===== src/rtl/iommu_pdtc_assoc_pkg.sv =====
// Shared types for the IOMMU process-directory context cache.
package iommu_pdtc_pkg;

   localparam int PDTC_CTX_W = 60;

   typedef enum logic {
      PDTC_LOOKUP = 1'b0,
      PDTC_FILL   = 1'b1
   } pdtc_op_e;

   typedef enum logic [1:0] {
      FLUSH_ALL      = 2'd0,
      FLUSH_DEVICE   = 2'd1,
      FLUSH_DEV_PROC = 2'd2,
      FLUSH_RSVD     = 2'd3
   } pdtc_flush_mode_e;

   typedef struct packed {
      logic        ens;
      logic        sum;
      logic [19:0] pscid;
      logic [3:0]  fsc_mode;
      logic [33:0] fsc_ppn;
   } pdtc_ctx_t;

endpackage


===== src/rtl/iommu_pdtc_assoc_if.sv =====
// Request, response, flush and statistics bundle of the PDT context cache.
interface iommu_pdtc_assoc_if
   import iommu_pdtc_pkg::*;
#(
   parameter int ENTRIES = 8,
   parameter int DID_W   = 24,
   parameter int PID_W   = 20,
   parameter int CNT_W   = 32
);
   logic                       req_valid;
   logic                       req_ready;
   logic                       req_op;
   logic [DID_W-1:0]           req_device_id;
   logic [PID_W-1:0]           req_process_id;
   pdtc_ctx_t                  req_ctx;
   logic                       rsp_valid;
   logic                       rsp_ready;
   logic                       rsp_hit;
   pdtc_ctx_t                  rsp_ctx;
   logic                       flush_valid;
   logic                       flush_ready;
   logic [1:0]                 flush_mode;
   logic [DID_W-1:0]           flush_device_id;
   logic [PID_W-1:0]           flush_process_id;
   logic                       flush_done;
   logic [$clog2(ENTRIES):0]   occupancy;
   logic [CNT_W-1:0]           hit_cnt;
   logic [CNT_W-1:0]           miss_cnt;

   modport master (
      output req_valid, req_op, req_device_id, req_process_id, req_ctx,
      output rsp_ready,
      output flush_valid, flush_mode, flush_device_id, flush_process_id,
      input  req_ready, rsp_valid, rsp_hit, rsp_ctx,
      input  flush_ready, flush_done, occupancy, hit_cnt, miss_cnt
   );

   modport slave (
      input  req_valid, req_op, req_device_id, req_process_id, req_ctx,
      input  rsp_ready,
      input  flush_valid, flush_mode, flush_device_id, flush_process_id,
      output req_ready, rsp_valid, rsp_hit, rsp_ctx,
      output flush_ready, flush_done, occupancy, hit_cnt, miss_cnt
   );
endinterface


===== src/rtl/iommu_pdtc_assoc_plru_tree.sv =====
// Tree pseudo-LRU: one bit per internal node, each pointing at its
// less recently used subtree (0 = left).
module iommu_plru_tree #(
   parameter int ENTRIES = 8
) (
   input  logic                       clk,
   input  logic                       rst_n,
   input  logic                       touch_valid,
   input  logic [$clog2(ENTRIES)-1:0] touch_idx,
   output logic [$clog2(ENTRIES)-1:0] victim_idx
);
   localparam int LG = $clog2(ENTRIES);

   logic [ENTRIES-1:1] r_tree;
   logic [LG:0]        w_walk;
   logic [LG-1:0]      w_node [LG];

   // heap numbering: root is node 1, children of n are 2n and 2n+1
   always_comb begin
      w_walk = (LG+1)'(1);
      for (int l = 0; l < LG; l++) begin
         w_walk    = {w_walk[LG-1:0], r_tree[w_walk[LG-1:0]]};
         w_node[l] = LG'({1'b1, touch_idx} >> (LG - l));
      end
      victim_idx = w_walk[LG-1:0];
   end

   always_ff @(posedge clk or negedge rst_n) begin
      if (!rst_n) begin
         r_tree <= '0;
      end else if (touch_valid) begin
         for (int l = 0; l < LG; l++)
            r_tree[w_node[l]] <= ~touch_idx[LG-1-l];
      end
   end
endmodule


===== src/rtl/iommu_pdtc_assoc.sv =====
// Fully associative PDT context cache with tree-PLRU replacement
// and global / per-device / per-process flush.
module iommu_pdtc_assoc
   import iommu_pdtc_pkg::*;
#(
   parameter int ENTRIES = 8,
   parameter int DID_W   = 24,
   parameter int PID_W   = 20,
   parameter int CNT_W   = 32
) (
   input logic               clk,
   input logic               rst_n,
   iommu_pdtc_assoc_if.slave bus
);
   localparam int LG = $clog2(ENTRIES);

   typedef enum logic [1:0] {S_IDLE, S_RESP, S_FDONE} state_e;

   state_e             r_state;
   logic [ENTRIES-1:0] r_valid;
   logic [DID_W-1:0]   r_did [ENTRIES];
   logic [PID_W-1:0]   r_pid [ENTRIES];
   pdtc_ctx_t          r_ctx [ENTRIES];
   logic               r_rsp_valid;
   logic               r_rsp_hit;
   pdtc_ctx_t          r_rsp_ctx;
   logic               r_fdone;
   logic [CNT_W-1:0]   r_hit_cnt;
   logic [CNT_W-1:0]   r_miss_cnt;

   logic [ENTRIES-1:0] w_match;
   logic [ENTRIES-1:0] w_fmatch;
   logic               w_hit;
   logic               w_has_free;
   logic               w_acc;
   logic               w_facc;
   logic               w_fill;
   logic               w_touch;
   logic [LG-1:0]      w_hit_idx;
   logic [LG-1:0]      w_free_idx;
   logic [LG-1:0]      w_victim;
   logic [LG-1:0]      w_fill_idx;
   logic [LG-1:0]      w_touch_idx;
   logic [LG:0]        w_occ;

   // descending scan so the lowest free index wins
   always_comb begin
      w_match    = '0;
      w_hit_idx  = '0;
      w_free_idx = '0;
      w_has_free = 1'b0;
      w_occ      = '0;
      for (int i = ENTRIES - 1; i >= 0; i--) begin
         w_match[i] = r_valid[i] &&
                      r_did[i] == bus.req_device_id &&
                      r_pid[i] == bus.req_process_id;
         if (w_match[i])
            w_hit_idx = LG'(i);
         if (!r_valid[i]) begin
            w_has_free = 1'b1;
            w_free_idx = LG'(i);
         end
         w_occ = w_occ + (LG+1)'(r_valid[i]);
      end
      w_hit = |w_match;
   end

   always_comb begin
      w_fmatch = '0;
      for (int i = 0; i < ENTRIES; i++) begin
         case (bus.flush_mode)
            FLUSH_DEVICE:
               w_fmatch[i] = r_did[i] == bus.flush_device_id;
            FLUSH_DEV_PROC:
               w_fmatch[i] = r_did[i] == bus.flush_device_id &&
                             r_pid[i] == bus.flush_process_id;
            default:
               w_fmatch[i] = 1'b1;
         endcase
      end
   end

   assign w_facc = (r_state == S_IDLE) && bus.flush_valid;
   assign w_acc  = (r_state == S_IDLE) && bus.req_valid && !bus.flush_valid;
   assign w_fill = bus.req_op == PDTC_FILL;
   assign w_fill_idx  = w_hit ? w_hit_idx :
                        w_has_free ? w_free_idx : w_victim;
   assign w_touch     = w_acc && (w_fill || w_hit);
   assign w_touch_idx = w_fill ? w_fill_idx : w_hit_idx;

   iommu_plru_tree #(.ENTRIES(ENTRIES)) u_plru (
      .clk         (clk),
      .rst_n       (rst_n),
      .touch_valid (w_touch),
      .touch_idx   (w_touch_idx),
      .victim_idx  (w_victim)
   );

   always_ff @(posedge clk or negedge rst_n) begin
      if (!rst_n) begin
         for (int i = 0; i < ENTRIES; i++) begin
            r_did[i] <= '0;
            r_pid[i] <= '0;
            r_ctx[i] <= '0;
         end
      end else if (w_acc && w_fill) begin
         r_did[w_fill_idx] <= bus.req_device_id;
         r_pid[w_fill_idx] <= bus.req_process_id;
         r_ctx[w_fill_idx] <= bus.req_ctx;
      end
   end

   always_ff @(posedge clk or negedge rst_n) begin
      if (!rst_n) begin
         r_state     <= S_IDLE;
         r_valid     <= '0;
         r_rsp_valid <= 1'b0;
         r_rsp_hit   <= 1'b0;
         r_rsp_ctx   <= '0;
         r_fdone     <= 1'b0;
         r_hit_cnt   <= '0;
         r_miss_cnt  <= '0;
      end else begin
         r_fdone <= 1'b0;
         unique case (r_state)
            S_IDLE: begin
               if (w_facc) begin
                  r_valid <= r_valid & ~w_fmatch;
                  r_fdone <= 1'b1;
                  r_state <= S_FDONE;
               end else if (w_acc) begin
                  r_rsp_valid <= 1'b1;
                  r_state     <= S_RESP;
                  if (w_fill) begin
                     r_valid[w_fill_idx] <= 1'b1;
                     r_rsp_hit <= 1'b0;
                     r_rsp_ctx <= '0;
                  end else begin
                     r_rsp_hit <= w_hit;
                     r_rsp_ctx <= w_hit ? r_ctx[w_hit_idx] : '0;
                     if (w_hit && !(&r_hit_cnt))
                        r_hit_cnt <= r_hit_cnt + 1'b1;
                     if (!w_hit && !(&r_miss_cnt))
                        r_miss_cnt <= r_miss_cnt + 1'b1;
                  end
               end
            end
            S_RESP: begin
               if (bus.rsp_ready) begin
                  r_rsp_valid <= 1'b0;
                  r_state     <= S_IDLE;
               end
            end
            S_FDONE: r_state <= S_IDLE;
            default: r_state <= S_IDLE;
         endcase
      end
   end

   assign bus.req_ready   = (r_state == S_IDLE) && !bus.flush_valid;
   assign bus.flush_ready = r_state == S_IDLE;
   assign bus.rsp_valid   = r_rsp_valid;
   assign bus.rsp_hit     = r_rsp_hit;
   assign bus.rsp_ctx     = r_rsp_ctx;
   assign bus.flush_done  = r_fdone;
   assign bus.occupancy   = w_occ;
   assign bus.hit_cnt     = r_hit_cnt;
   assign bus.miss_cnt    = r_miss_cnt;
endmodule


===== src/flat_wrapper.sv =====
// flat-port wrapper written by rule: the top's interface ports become plain ports
module iommu_pdtc_assoc_flat import iommu_pdtc_pkg::*;
#(
   parameter int ENTRIES = 8,
   parameter int DID_W   = 24,
   parameter int PID_W   = 20,
   parameter int CNT_W   = 32
)
  (clk, rst_n, bus_req_valid, bus_req_op, bus_req_device_id, bus_req_process_id, bus_req_ctx, bus_rsp_ready, bus_flush_valid, bus_flush_mode, bus_flush_device_id, bus_flush_process_id, bus_req_ready, bus_rsp_valid, bus_rsp_hit, bus_rsp_ctx, bus_flush_ready, bus_flush_done, bus_occupancy, bus_hit_cnt, bus_miss_cnt);
  iommu_pdtc_assoc_if #(.ENTRIES(ENTRIES), .DID_W(DID_W), .PID_W(PID_W), .CNT_W(CNT_W)) bus_i ();
  input logic clk;
  input logic rst_n;
  input wire logic [$bits(bus_i.req_valid)-1:0] bus_req_valid;
  input wire logic [$bits(bus_i.req_op)-1:0] bus_req_op;
  input wire logic [$bits(bus_i.req_device_id)-1:0] bus_req_device_id;
  input wire logic [$bits(bus_i.req_process_id)-1:0] bus_req_process_id;
  input wire logic [$bits(bus_i.req_ctx)-1:0] bus_req_ctx;
  input wire logic [$bits(bus_i.rsp_ready)-1:0] bus_rsp_ready;
  input wire logic [$bits(bus_i.flush_valid)-1:0] bus_flush_valid;
  input wire logic [$bits(bus_i.flush_mode)-1:0] bus_flush_mode;
  input wire logic [$bits(bus_i.flush_device_id)-1:0] bus_flush_device_id;
  input wire logic [$bits(bus_i.flush_process_id)-1:0] bus_flush_process_id;
  output wire logic [$bits(bus_i.req_ready)-1:0] bus_req_ready;
  output wire logic [$bits(bus_i.rsp_valid)-1:0] bus_rsp_valid;
  output wire logic [$bits(bus_i.rsp_hit)-1:0] bus_rsp_hit;
  output wire logic [$bits(bus_i.rsp_ctx)-1:0] bus_rsp_ctx;
  output wire logic [$bits(bus_i.flush_ready)-1:0] bus_flush_ready;
  output wire logic [$bits(bus_i.flush_done)-1:0] bus_flush_done;
  output wire logic [$bits(bus_i.occupancy)-1:0] bus_occupancy;
  output wire logic [$bits(bus_i.hit_cnt)-1:0] bus_hit_cnt;
  output wire logic [$bits(bus_i.miss_cnt)-1:0] bus_miss_cnt;
  assign bus_i.req_valid = bus_req_valid;
  assign bus_i.req_op = bus_req_op;
  assign bus_i.req_device_id = bus_req_device_id;
  assign bus_i.req_process_id = bus_req_process_id;
  assign bus_i.req_ctx = bus_req_ctx;
  assign bus_i.rsp_ready = bus_rsp_ready;
  assign bus_i.flush_valid = bus_flush_valid;
  assign bus_i.flush_mode = bus_flush_mode;
  assign bus_i.flush_device_id = bus_flush_device_id;
  assign bus_i.flush_process_id = bus_flush_process_id;
  assign bus_req_ready = bus_i.req_ready;
  assign bus_rsp_valid = bus_i.rsp_valid;
  assign bus_rsp_hit = bus_i.rsp_hit;
  assign bus_rsp_ctx = bus_i.rsp_ctx;
  assign bus_flush_ready = bus_i.flush_ready;
  assign bus_flush_done = bus_i.flush_done;
  assign bus_occupancy = bus_i.occupancy;
  assign bus_hit_cnt = bus_i.hit_cnt;
  assign bus_miss_cnt = bus_i.miss_cnt;
  iommu_pdtc_assoc #(.ENTRIES(ENTRIES), .DID_W(DID_W), .PID_W(PID_W), .CNT_W(CNT_W)) u_core (.clk(clk), .rst_n(rst_n), .bus(bus_i));
endmodule

===== config.mk =====
export PLATFORM = sky130hd
export DESIGN_NAME = iommu_pdtc_assoc_flat
export DESIGN_NICKNAME = d
export VERILOG_FILES = /design/src/rtl/iommu_pdtc_assoc_pkg.sv /design/src/rtl/iommu_pdtc_assoc_if.sv /design/src/rtl/iommu_pdtc_assoc_plru_tree.sv /design/src/rtl/iommu_pdtc_assoc.sv /design/src/flat_wrapper.sv
export SDC_FILE = /design/constraint.sdc
export NUM_CORES = 2
export LEC_CHECK = 0
export CAP_MARGIN = 20
export CORE_ASPECT_RATIO = 0.9
export CORE_MARGIN = 3
export CORE_UTILIZATION = 45
export CTS_CLUSTER_DIAMETER = 120
export DETAILED_ROUTE_END_ITERATION = 16
export GPL_TIMING_DRIVEN = 0
export PLACE_DENSITY = 0.64
export SLEW_MARGIN = 30
export SYNTH_ARGS = -nofsm -noshare
export SYNTH_HDL_FRONTEND = slang
export SYNTH_HIERARCHICAL = 1
export SYNTH_SLANG_ARGS = --single-unit

===== constraint.sdc =====
create_clock -name clk -period 6.7 [get_ports clk]
set_clock_uncertainty 0.05 [all_clocks]
set_input_delay 1.005 -clock clk [delete_from_list [all_inputs] [get_ports clk]]
set_output_delay 1.005 -clock clk [all_outputs]
set_load 0.05 [all_outputs]

After elaboration in Yosys (flattened, before gate mapping)
Cells that the tools add are included.
Storage, ports and cells
  bits in latches: 0
  output and inout bits: 133
  bits in read-only memories: 0
  word-level logic and storage cells: 267
  flip-flop bits (word level): 976
  bits in writable memories: 0
  memories: 0
  bits of input ports: 156
Operators by class
  shift operators: 0
  $add $sub $neg: 9
  muxes and demuxes: 75
  multipliers: 0
  order comparisons: 11
  bitwise operators: 10
  equality and inequality tests: 39
  div/mod/pow operators: 0
  reduce and logical (&&, ||, !) cells: 54
Operators with widths (number)
  bitwise mux 480 bit: 1
  equality test 24 bit: 16
  equality test 20 bit: 16
  two-way mux 60 bit: 5
  bitwise mux 192 bit: 1
  binary-select mux 60 bit (select 3 bit): 1
  demux 60 bit (select 3 bit): 1
  bitwise mux 160 bit: 1
  demux 24 bit (select 3 bit): 1
  adder 32 x 1 -> 32 bit (second input constant): 2
  AND reduction 32 bit: 2
  demux 20 bit (select 3 bit): 1
  two-way mux 3 bit: 19
  logical AND 1 bit: 36
  adder 4 x 1 -> 4 bit: 6
  two-way mux 24 bit: 1
  two-way mux 8 bit: 3
  two-way mux 1 bit: 20
  two-way mux 20 bit: 1
  case mux 1 bit (2 select lines): 9
  bitwise mux 7 bit: 2
  less-than comparator 3 x 4 -> 1 bit (second input constant): 3
  AND reduction 5 bit: 2
  AND 8 bit: 1
  other kinds (29): 47

Depth between registers and ports, before layout
  word-level depth: 20
  depth in mapped cells: 16
  gate-level depth less buffers: 10

Hierarchy
Netlist, hierarchy kept.
Modules (own cells, without submodules)
  iommu_pdtc_assoc: area each 50946.4 um^2, cells an instance 4191, instances 1, seq. area each 24248.3 um^2
  iommu_plru_tree: area each 355.3 um^2, cells an instance 30, instances 1, seq. area each 175.2 um^2

Worst setup path after synthesis
Ideal clock, no wire load.
  path type: register -> output
  from: register u_core.r_valid[0]
  to: output bus_occupancy[2]
  path slack: 2.261 ns
  arrival: 3.384 ns
  buffers on the path: 0
  cell stages (with the launch flop): 10
  data required time: 5.645 ns
  cell sequence: dfrtp_1 -> fa_1 -> inv_1 -> fa_1 -> fa_1 -> inv_1 -> ha_1 -> inv_1 -> fa_1 -> xnor2_1
On the way
  word-level cells in the longest chain between the ends: 1
RTL lines
  from (decl): RTL line iommu_pdtc_assoc.sv:20  | logic [ENTRIES-1:0] r_valid;
  from (signal assigned): RTL line iommu_pdtc_assoc.sv:128  | r_valid <= r_valid & ~w_fmatch;
  adder 4 x 1 -> 4 bit: RTL line iommu_pdtc_assoc.sv:63  | w_occ = w_occ + (LG+1)'(r_valid[i]);
  to (decl): RTL line flat_wrapper.sv:29  | output wire logic [$bits(bus_i.occupancy)-1:0] bus_occupancy;
No other way between the ends.

Final worst setup path
Ends and elaborated chain as after synthesis.

==> run summary <==
status: finished, final reports clean
Adder-Cell Fraction of Synth Area: 0.327%
first-pass GRT wire length: 258,000 µm
Post-CTS Repair Setup Buffers: 0
Core Util, Final: 52.5%
unique cell type count in the Yosys netlist: 75
pre-CTS setup slack: 0.351 ns
TritonCTS Sinks: 976
Peak VDD IR: 235 µV
Slew headroom: 29.7%
delay of the slowest critical-path stage: 0.85 ns
post-cts hold buffer count: 0
Compound-Gate Fraction of Synth Area: 4.13%
Worst Hold Class: input pin to asynchronous set/reset pin
# IOs: 289
Final Slew Violations: 0
Global Route Usage Sum: 30.1%
drt first pass iters: 5
Final min period: 5.73 ns
Startpoint Class: register
CP arrival: 4.68 ns
die area: 118,000 µm²
commonest non-fill, non-tap cell in the layout: dfrtp_1
pin count of the biggest net entering global routing: 129
Post-Synthesis Mean Instance Area: 12.2 µm²
Buf/Inv on CP: 4
Worst EP required: 5.64 ns
XOR/XNOR share of the synthesized area: 13.0%
r2r worst-path depth: 12
Root Driver: clkbuf_16
Area Overhead vs Synth: 14.8%
final setup violation count: 0
Most Frequent Cell on Critical Path: fa_1
share of layout cells above drive strength 1: 25.3%
Synth warnings: 6
chip width: 362 µm
antenna-violating nets left: 0
worst-path cell chain: fa_1, inv_1, fa_1, fa_1, inv_1, ha_1, inv_1, fa_1, xnor2_1, clkdlybuf4s50_1
worst setup margin: 0.967 ns
mean number of vias per cell: 5.89
# fillers: 9,890
WL per Instance: 29.6 µm
synthesized instance count: 4,221
ys async rst share: 100%
core footprint: 112,000 µm²
clock buffer depth: 3
DP HPWL: 136,000 µm
routed via count: 35,900
Synth Flop Type: dfrtp_1
cell area after synthesis: 51,300 µm²
GP Congestion: 0.982
commonest non-fill, non-tap cells in the layout: dfrtp_1 (976), mux2_2 (707), xnor2_1 (528)
final worst-path cycle share: 85.6%
Worst R2R End: u_core/r_ctx[401]
port bufs: 200
clk_lat worst skew: 0.71 ns
Fmax: 0.174 GHz
Iter 0 DRT Violations: 3,986
CTS resizes: 0
R2R Setup Slk: 1.30 ns
CTS tree: done
Largest delay share family, worst path: adder cells
Switching Share: 30.6%
Clk pwr share: 35.0%
Post-Synth Simple-Gate Area: 8.35%
syn nets: 4,388
FP Rows: 116
routed wire length: 180,000 µm
Cell Int Power: 0.0115 W
Comb power frac: 19.4%
FF-to-FF Start: u_core/r_pid[101]
GRT overflow: 0
TritonCTS Buffers: 104
initial antenna violation count: 8
Net Sw Power: 0.00510 W
number of global-route vias before repair: 35,400
CP Class: register to output port
Net count, final: 4,704
max-cap check violation count: 0
Power per Cell Area: 283 nW/µm²
kind of end point of the critical path: output port
worst-margin pin slew: 1.06 ns
Yosys reg bits: 976
Critical-path top delay cell: clkdlybuf4s50_1
LEAKAGE: 26.5 nW
largest family of logic cells by synthesized area: multiplexers
multiplexer share of the synthesized area: 23.1%
unrepaired setup endpoints after global routing: no
htree depth: 3
register share of total power: 45.5%
drt drc: 0
setup total negative slack: 0 ns
final hold violations: 0
Worst Path Max Fanout: 5
CTS clk-pin slew, worst paths: 0.06 ns
sequential share of the synthesized area: 47.6%
Starting Density: 45.7%
Die Height: 326 µm
EDFF count, synth: 0
-- registers in the layout, summed over array words and instances, names as in the netlist --
register / flops
u_core/bus.rsp_valid: 1
u_core/bus.rsp_ctx: 60
u_core/r_did: 192
u_core/r_state: 2
u_core/r_pid: 160
u_core/r_valid: 8
u_core/bus.hit_cnt: 32
u_core/bus.flush_done: 1
u_core/bus.rsp_hit: 1
u_core/r_ctx: 480
u_core/bus.miss_cnt: 32
u_core/u_plru/r_tree: 7
-- final cells by class --
type	instances	area [µm²]	area share (%)
antenna	5	12.5	0.0212
tap	1475	1850	3.13
timing repair buffer	210	2270	3.86
sequential	976	24400	41.5
multi-input combinational	2905	25100	42.6
clock inverter	28	279	0.474
clock buffer	159	3160	5.37
inverter	41	154	0.261
buffer	299	1630	2.77
-- through the flow --
| step | std cells | instance area, µm² | total power (W) | hold slack [ns] |
|---|---|---|---|---|
| 6_report | 6098 | 58900 | 0.0166 | 0.136 |
| 2_1_floorplan | 4221 | 51300 | 0.00942 | 0.392 |
| 3_3_place_gp | 5896 | 55100 | 0.0107 | 0.414 |
| 5_1_grt | 6095 | 58900 | 0.0172 | 0.137 |
| 3_5_place_dp | 5906 | 55400 | 0.0107 | 0.425 |
| 4_1_cts | 6093 | 58900 | 0.0166 | 0.109 |
-- per-layer routing --
metal	track usage [%]	vias to the layer above	routed length [µm]
met1	44.3	18500	82800
met5	0	-	17
met2	42.3	1487	74000
met3	10.3	247	19000
met4	7.51	2	4670
li1	-	15600	-
-- synthesized netlist by cell type, types with 9 or more instances --
library cell	count	area share, %
buf_2	144	1.4
buf_4	25	0.37
nor4_1	107	1.3
inv_1	40	0.29
xnor2_1	528	9.0
and3_1	44	0.54
mux2i_1	165	3.2
a21o_1	20	0.29
nand2_1	120	0.88
nand2b_1	38	0.46
buf_1	14	0.10
buf_6	30	0.66
nand3_1	63	0.61
nand4_1	200	2.4
mux2_2	707	16
or4_1	9	0.13
a2bb2oi_1	33	0.56
mux2_4	50	1.5
a211oi_1	25	0.37
nor2_1	122	0.89
and2_1	11	0.13
mux2_1	132	2.9
xor2_1	226	3.9
dfrtp_1	976	48
nor3_1	10	0.098
and4_1	11	0.19
a21oi_1	62	0.60
o211ai_1	48	0.70
clkbuf_1	86	0.63
o21ai_0	63	0.61
-- power by group through the flow --
stage               clock [W]  combinational [W]  sequential (W)
floorplan                   0            0.00199         0.00743
global placement            0            0.00305         0.00765
detailed placement          0            0.00310         0.00764
CTS                   0.00594            0.00312         0.00754
global route          0.00617            0.00340         0.00766
finish                0.00583            0.00324         0.00758
-- how the worst max path moves through the flow --
stage	from	endpoint	cells past startpoint
global placement	rst_n	u_core/r_ctx[103]	1
floorplan	u_core/r_valid[0]	bus_occupancy[2]	9
detailed placement	bus_req_process_id[6]	u_core/r_ctx[401]	14
finish	u_core/r_valid[0]	bus_occupancy[2]	10
CTS	u_core/r_valid[1]	bus_occupancy[2]	10
global route	bus_req_process_id[6]	u_core/r_ctx[400]	14
-- cells by family (layout without fill, tap and decap cells) --
logic type      Yosys count  count (layout)
fa+ha+maj                11              11
other cells               0               5
xor+xnor                759             759
compound gates          310             310
flops                   976             976
mux                    1054            1054
buf+inv                 340             737
simple gates            771             771
No activity file was read; power rests on OpenSTA's default activity.
